--- src/rtl/pipe_pkg.sv ---
// Shared definitions for the pipeline hazard scoreboard.
//   sb_entry_t     : one in-flight pipeline stage record
//   FWD_RF         : forwarding-select value meaning "read the register file"
//   REG_ZERO       : hard-wired zero register address
//   *_DEF          : default geometry used by the scoreboard parameters
// The rd field is sized for the widest supported register address and is
// zero-extended from REG_AW, so one struct type serves every configuration.
package pipe_pkg;

    localparam int unsigned NUM_STAGES_DEF = 3;
    localparam int unsigned REG_AW_DEF     = 5;
    localparam int unsigned REG_AW_MAX     = 8;
    localparam int unsigned FWD_RF         = 0;
    localparam int unsigned REG_ZERO       = 0;

    typedef struct packed {
        logic                  valid;
        logic [REG_AW_MAX-1:0] rd;
        logic                  regwr;
        logic                  memrd;
        logic                  rpzero;
    } sb_entry_t;

    // An entry really produces a register value only when all of these hold.
    function automatic logic entry_writes(input sb_entry_t e);
        return e.valid & e.regwr & ~e.rpzero;
    endfunction

endpackage

--- src/rtl/hazard_src_match.sv ---
// Per-operand producer search for the hazard scoreboard.
// Ports:
//   src_addr_i    : source register address of this operand
//   src_used_i    : operand is actually read by the ID instruction
//   stages_i      : scoreboard entries, index 0 = stage 1 (EX) ... NUM_STAGES-1 = WB
//   hit_o         : some stage produces this operand
//   sel_o         : forwarding select (FWD_RF or stage number of the youngest producer)
//   is_load_hit_o : the winning producer is a load whose data is not yet on a bus
module hazard_src_match
    import pipe_pkg::*;
#(
    parameter int unsigned NUM_STAGES = NUM_STAGES_DEF,
    parameter int unsigned REG_AW     = REG_AW_DEF,
    parameter int unsigned LOAD_STAGE = 2,
    parameter int unsigned SEL_W      = $clog2(NUM_STAGES + 1)
) (
    input  logic [REG_AW-1:0] src_addr_i,
    input  logic              src_used_i,
    input  sb_entry_t         stages_i [NUM_STAGES],
    output logic              hit_o,
    output logic [SEL_W-1:0]  sel_o,
    output logic              is_load_hit_o
);

    logic [REG_AW_MAX-1:0] addr_ext;

    assign addr_ext = REG_AW_MAX'(src_addr_i);

    always_comb begin
        hit_o         = 1'b0;
        sel_o         = SEL_W'(FWD_RF);
        is_load_hit_o = 1'b0;
        if (src_used_i && (addr_ext != REG_AW_MAX'(REG_ZERO))) begin
            // Walk from oldest to youngest so the youngest match is the last write.
            for (int unsigned k = 0; k < NUM_STAGES; k++) begin
                if (entry_writes(stages_i[NUM_STAGES-1-k]) &&
                    (stages_i[NUM_STAGES-1-k].rd == addr_ext)) begin
                    hit_o         = 1'b1;
                    sel_o         = SEL_W'(NUM_STAGES - k);
                    is_load_hit_o = stages_i[NUM_STAGES-1-k].memrd &&
                                    ((NUM_STAGES - k) < LOAD_STAGE);
                end
            end
        end
    end

endmodule

--- src/rtl/hazard_scoreboard.sv ---
// In-flight destination tracker beside the ID stage.
// Records each issued instruction's destination as it moves down the pipe and
// derives per-operand forwarding selects, the load-use stall and the gated WB
// register-file write enable.
// Ports:
//   clk, rst_sync      : clock, asynchronous active-high reset
//   issue_*            : ID instruction (valid, rd, regwr, memrd, rpzero)
//   src_addr, src_used : packed source operands, operand i at [i*REG_AW +: REG_AW]
//   stall              : hold PC and IF/ID, bubble into stage 1
//   fwd_sel            : per-operand select, 0 = register file, k = stage-k bus
//   stage_valid        : occupancy of each tracked stage
//   wb_we, wb_rd       : gated register-file write for stage NUM_STAGES
// Optional (HAZARD_PERF_CNT_EN): stall_cycles, fwd_events saturating counters.
module hazard_scoreboard
    import pipe_pkg::*;
#(
    parameter int unsigned NUM_STAGES = NUM_STAGES_DEF,
    parameter int unsigned NUM_SRC    = 3,
    parameter int unsigned REG_AW     = REG_AW_DEF,
    parameter int unsigned LOAD_STAGE = 2,
    parameter int unsigned SEL_W      = $clog2(NUM_STAGES + 1)
) (
    input  logic                       clk,
    input  logic                       rst_sync,
    input  logic                       issue_valid,
    input  logic [REG_AW-1:0]          issue_rd,
    input  logic                       issue_regwr,
    input  logic                       issue_memrd,
    input  logic                       issue_rpzero,
    input  logic [NUM_SRC*REG_AW-1:0]  src_addr,
    input  logic [NUM_SRC-1:0]         src_used,
    output logic                       stall,
    output logic [NUM_SRC*SEL_W-1:0]   fwd_sel,
    output logic [NUM_STAGES-1:0]      stage_valid,
    output logic                       wb_we,
    output logic [REG_AW-1:0]          wb_rd
`ifdef HAZARD_PERF_CNT_EN
    ,
    output logic [31:0]                stall_cycles,
    output logic [31:0]                fwd_events
`endif
);

    sb_entry_t          stages_q [NUM_STAGES];
    sb_entry_t          stages_d [NUM_STAGES];
    logic [NUM_SRC-1:0] hit;
    logic [NUM_SRC-1:0] load_hit;

    for (genvar i = 0; i < NUM_SRC; i++) begin : g_src
        hazard_src_match #(
            .NUM_STAGES (NUM_STAGES),
            .REG_AW     (REG_AW),
            .LOAD_STAGE (LOAD_STAGE),
            .SEL_W      (SEL_W)
        ) u_match (
            .src_addr_i    (src_addr[i*REG_AW +: REG_AW]),
            .src_used_i    (src_used[i]),
            .stages_i      (stages_q),
            .hit_o         (hit[i]),
            .sel_o         (fwd_sel[i*SEL_W +: SEL_W]),
            .is_load_hit_o (load_hit[i])
        );
    end

    assign stall = issue_valid & (|(hit & load_hit));

    // Pipe never freezes: a stall only replaces the new stage-1 entry with a bubble.
    always_comb begin
        stages_d[0] = '0;
        if (issue_valid && !stall) begin
            stages_d[0].valid  = 1'b1;
            stages_d[0].rd     = REG_AW_MAX'(issue_rd);
            stages_d[0].regwr  = issue_regwr;
            stages_d[0].memrd  = issue_memrd;
            stages_d[0].rpzero = issue_rpzero;
        end
        for (int unsigned k = 1; k < NUM_STAGES; k++) begin
            stages_d[k] = stages_q[k-1];
        end
    end

    always_ff @(posedge clk or posedge rst_sync) begin
        if (rst_sync) begin
            for (int unsigned k = 0; k < NUM_STAGES; k++) begin
                stages_q[k] <= '0;
            end
        end else begin
            for (int unsigned k = 0; k < NUM_STAGES; k++) begin
                stages_q[k] <= stages_d[k];
            end
        end
    end

    always_comb begin
        stage_valid = '0;
        for (int unsigned k = 0; k < NUM_STAGES; k++) begin
            stage_valid[k] = stages_q[k].valid;
        end
    end

    assign wb_we = entry_writes(stages_q[NUM_STAGES-1]) &&
                   (stages_q[NUM_STAGES-1].rd != REG_AW_MAX'(REG_ZERO));
    assign wb_rd = stages_q[NUM_STAGES-1].rd[REG_AW-1:0];

`ifdef HAZARD_PERF_CNT_EN
    logic [31:0] stall_cycles_q, stall_cycles_d;
    logic [31:0] fwd_events_q, fwd_events_d;

    always_comb begin
        stall_cycles_d = stall_cycles_q;
        fwd_events_d   = fwd_events_q;
        if (stall && (stall_cycles_q != '1)) begin
            stall_cycles_d = stall_cycles_q + 32'd1;
        end
        // A nonzero select is exactly an operand with a producer hit.
        if (issue_valid && !stall && (|hit) && (fwd_events_q != '1)) begin
            fwd_events_d = fwd_events_q + 32'd1;
        end
    end

    always_ff @(posedge clk or posedge rst_sync) begin
        if (rst_sync) begin
            stall_cycles_q <= '0;
            fwd_events_q   <= '0;
        end else begin
            stall_cycles_q <= stall_cycles_d;
            fwd_events_q   <= fwd_events_d;
        end
    end

    assign stall_cycles = stall_cycles_q;
    assign fwd_events   = fwd_events_q;
`endif

endmodule

--- config.mk ---
export PLATFORM = sky130hd
export DESIGN_NAME = hazard_scoreboard
export DESIGN_NICKNAME = d
export VERILOG_FILES = /design/src/rtl/pipe_pkg.sv /design/src/rtl/hazard_src_match.sv /design/src/rtl/hazard_scoreboard.sv
export SDC_FILE = /design/constraint.sdc
export NUM_CORES = 1
export LEC_CHECK = 0
export ABC_AREA = 1
export CAP_MARGIN = 20
export CORE_MARGIN = 1
export CORE_UTILIZATION = 50
export CTS_BUF_LIST = sky130_fd_sc_hd__clkbuf_8 sky130_fd_sc_hd__clkbuf_16
export CTS_CLUSTER_SIZE = 25
export DETAILED_ROUTE_END_ITERATION = 10
export HOLD_SLACK_MARGIN = 0.03
export MAX_ROUTING_LAYER = met4
export PLACE_DENSITY = 0.93
export SLEW_MARGIN = 20
export SYNTH_ARGS = -nofsm -noshare
export SYNTH_HDL_FRONTEND = slang
export SYNTH_SLANG_ARGS = --single-unit
--- constraint.sdc ---
create_clock -name clk -period 1.8 [get_ports clk]
set_input_delay 0.18 -clock clk [delete_from_list [all_inputs] [get_ports clk]]
set_output_delay 0.18 -clock clk [all_outputs]
set_load 0.05 [all_outputs]
==> results of run 1 <==
-- synth_stat cells (all sizes together) --
| cell | count |
|---|---|
| nand4 | 5 |
| nand2b | 1 |
| xnor2 | 2 |
| dfrtp | 25 |
| a31o | 1 |
| nand2 | 75 |
| nand3 | 13 |
| nand3b | 2 |
| o21ai | 3 |
| nor2 | 47 |
| inv | 45 |
| nor3 | 9 |
| a21oi | 11 |
| buf | 8 |
| xor2 | 8 |
| or2 | 2 |
-- metrics by stage --
| stage | setup TNS [ns] | total power, µW | worst slack (ns) | instance area, µm² |
|---|---|---|---|---|
| after floorplan | 0 | 817 | 0.171 | 1710 |
| after global placement | -0.397 | 954 | -0.162 | 2300 |
| after detailed placement | -0.474 | 962 | -0.138 | 2300 |
| after CTS | -0.534 | 1320 | -0.103 | 2460 |
| after global routing | -1.80 | 1420 | -0.311 | 2580 |
| final | -0.835 | 1350 | -0.182 | 2580 |
-- sequential cells by signal, summed over array words and instances (netlist names) --
| name | cells |
|---|---|
| wb_rd | 5 |
| stages_q | 2 |
| stages_d | 15 |
| stage_valid | 3 |
-- power by group through the flow --
stage / Clock, µW / Combinational [µW] / Sequential (µW)
CTS: 353 / 349 / 622
detailed placement: 0 / 329 / 633
floorplan: 0 / 193 / 624
global route: 381 / 408 / 628
finish: 349 / 378 / 625
global placement: 0 / 323 / 631
-- critical path: stages (launching register included) --
cell and delay, ns:
dfrtp_1 0.36, nand3b_1 0.29, nor3_1 0.24, nand3_1 0.13, nand2b_1 0.18, a21oi_2 0.17
buf_12 0.15
-- layer usage --
| layer | vias up | share of wire, % | GRT usage, % |
|---|---|---|---|
| li1 | 921 | - | - |
| met1 | 906 | 39 | 38.5 |
| met2 | 107 | 51 | 52.4 |
| met3 | 25 | 5.8 | 2.81 |
| met4 | 0 | 4.1 | 15.3 |
| met5 | - | 0 | - |
-- area by class of cell --
type / count / area (µm²)
multi-input cells: 180 / 961
clock buffers: 3 / 41.3
well taps: 44 / 55.1
repair buffers: 70 / 714
fillers: 195 / 548
inverters: 45 / 169
clock inverters: 1 / 8.76
flip-flops and latches: 25 / 631
-- cell families (layout without fill, tap and decap cells) --
family,after synthesis,count (layout)
buf+inv,53,119
xor+xnor,10,10
flops,25,25
simple gates,154,155
compound gates,15,15
-- what timing repair did --
item / in CTS / in global routing
setup endpoints to repair: 7 / 17
buffers inserted: 11 / 5
cloned: 0 / 1
pin swaps: 10 / 12
gates resized for setup: 18 / 26
-- final timing paths --
kind                         startpoint  slack [ns]             end  cells past startpoint
max                         stages_q[0]       -0.18      fwd_sel[4]                      6
min                            rst_sync        0.24  stage_valid[0]                      3
max reg2reg                stages_d[19]        0.09    stages_d[13]                     12
min reg2reg                 stages_d[0]        0.38     stages_q[0]                      0
max in group asynchronous      rst_sync        1.31    stages_d[18]                      3
min in group clk            stages_d[0]        0.38     stages_q[0]                      0
==> impl_metrics.csv, run 1 <==
group,metric,value,unit
job,drv_cap,0,
drt,detail-route-antenna-nets,0,
grt,antenna_found_initial,0,
drt,viasPerCell,5.32,
floorplanning,die_h,60.1,µm
timing,hold_viol,0,
timing,tightest_slew,0.529,ns
synthesis,synth-seq-area-share,37.1,%
floorplanning,ios,45,
synthesis,synthXorXnorAreaFrac,5.19,%
floorplanning,dieArea,0.00361,mm²
layout,final_layout_size_suffix_gt1_share,27.8,%
placement,port_buffers,44,
setup_path,worstPathMaxFanout,4,
synthesis,ys_seq_elements,25,
worst_hold_path,min_path_type,"input port to async pin",
synthesis,synth_cells,257,
timing,rsz0062_at_grt,"true",
layout,layoutNonFillerInstCount,368,
synthesis,synthAdderAreaFrac,0,%
grt,grt_pass1_vias,1745,
synthesis,synth.area.mux_share,0,%
timing,finalCriticalPeriod,1.98,ns
timing,holdWs,0.240,ns
power,intPower,914,µW
power,p_clk_share,25.8,%
setup_path,start_kind,"flip-flop",
clock_network,cts_hold_buf,0,
power,power.switching,437,µW
synthesis,synth-compound-area-share,5.12,%
synthesis,synth_top_area_share,37.1,%
synthesis,synth.area.top_cells,"dfrtp_1 37%, nand2_1 16%, nor2_1 10%",
setup_path,cp.required,1.62,ns
synthesis,yosysWarnings,0,
drt,drc,0,
layout,postLayoutCoreUtil,82.5,%
power,seq_power_share,46.2,%
layout,layout_common_cells,"69 x nand2_1, 40 x nor2_1, 35 x inv_1",
placement,numPlacedInstances,348,
clock_network,clock-root-buffer,"clkbuf_8",
layout,final_common_cell,"nand2_1",
timing,fmax,505,MHz
clock_network,cts_sinks,25,
power,ir_drop,0.520,mV
setup_path,critPathKind,"flip-flop to primary output",
synthesis,yosysUniqueCellTypes,22,
clock_network,cts-htree-levels,1,
clock_network,cts_tree,"done",
timing,slew_violations,0,
setup_path,arrival,1.80,ns
grt,overflow,0,
run_status,violations,"setup timing",
timing,slew_headroom,64.6,%
timing,setup_viol,7,
timing,finalWorstSetupSlack,-0.182,ns
floorplanning,die-width,60.1,µm
synthesis,post_synth.cell_area_avg,6.56,µm²
power,combPwrFrac,28.0,%
drt,vias,1959,
drt,drt_iter0_drc,279,
synthesis,syn_nets,286,
grt,grt_max_degree,26,
synthesis,synth.largest_area_cell,"dfrtp_1",
drt,dr.pass1.iters,5,
synthesis,synthSimpleGateAreaFrac,39.0,%
clock_network,path_clk_slew,0.09,ns
clock_network,cts_max_path_buffers,2,
floorplanning,initial_utilization,53.9,%
grt,grt_pass1_wl,8000,µm
power,switching_share,32.3,%
timing,fin_crit_sh,110,%
placement,globalplace.congestion,0.924,
layout,n_antenna_cell,0,
clock_network,clk_latency,0.27,ns
layout,area_delta_synth_final,53.0,%
drt,wl_per_cell,14.6,µm
run_status,status,"finished, violations left",
layout,final_nets,354,
timing,skew,0.00445,ns
floorplanning,std_cell_rows,20,
placement,dp_hpwl,3580,µm
power,powerDensity,524,mW/mm²
grt,grt_usage,31.6,%
setup_path,endpoint_kind,"primary output",
drt,drt-total-wl,5360,µm
clock_network,cts_buffers,3,
power,p_leak,0.00131,µW
floorplanning,core_area,0.00313,mm²
synthesis,syn_area,0.00169,mm²
synthesis,synth_top_family_by_area,"simple AND/OR/NAND/NOR gates",
Power figures use the tool's default switching activity.
==> run 2, diff against run 1 <==
HOLD_SLACK_MARGIN = unset   (was 0.03)
==> results of run 2 <==
The final DEF is identical to that of run 1; final timing and power are the same.
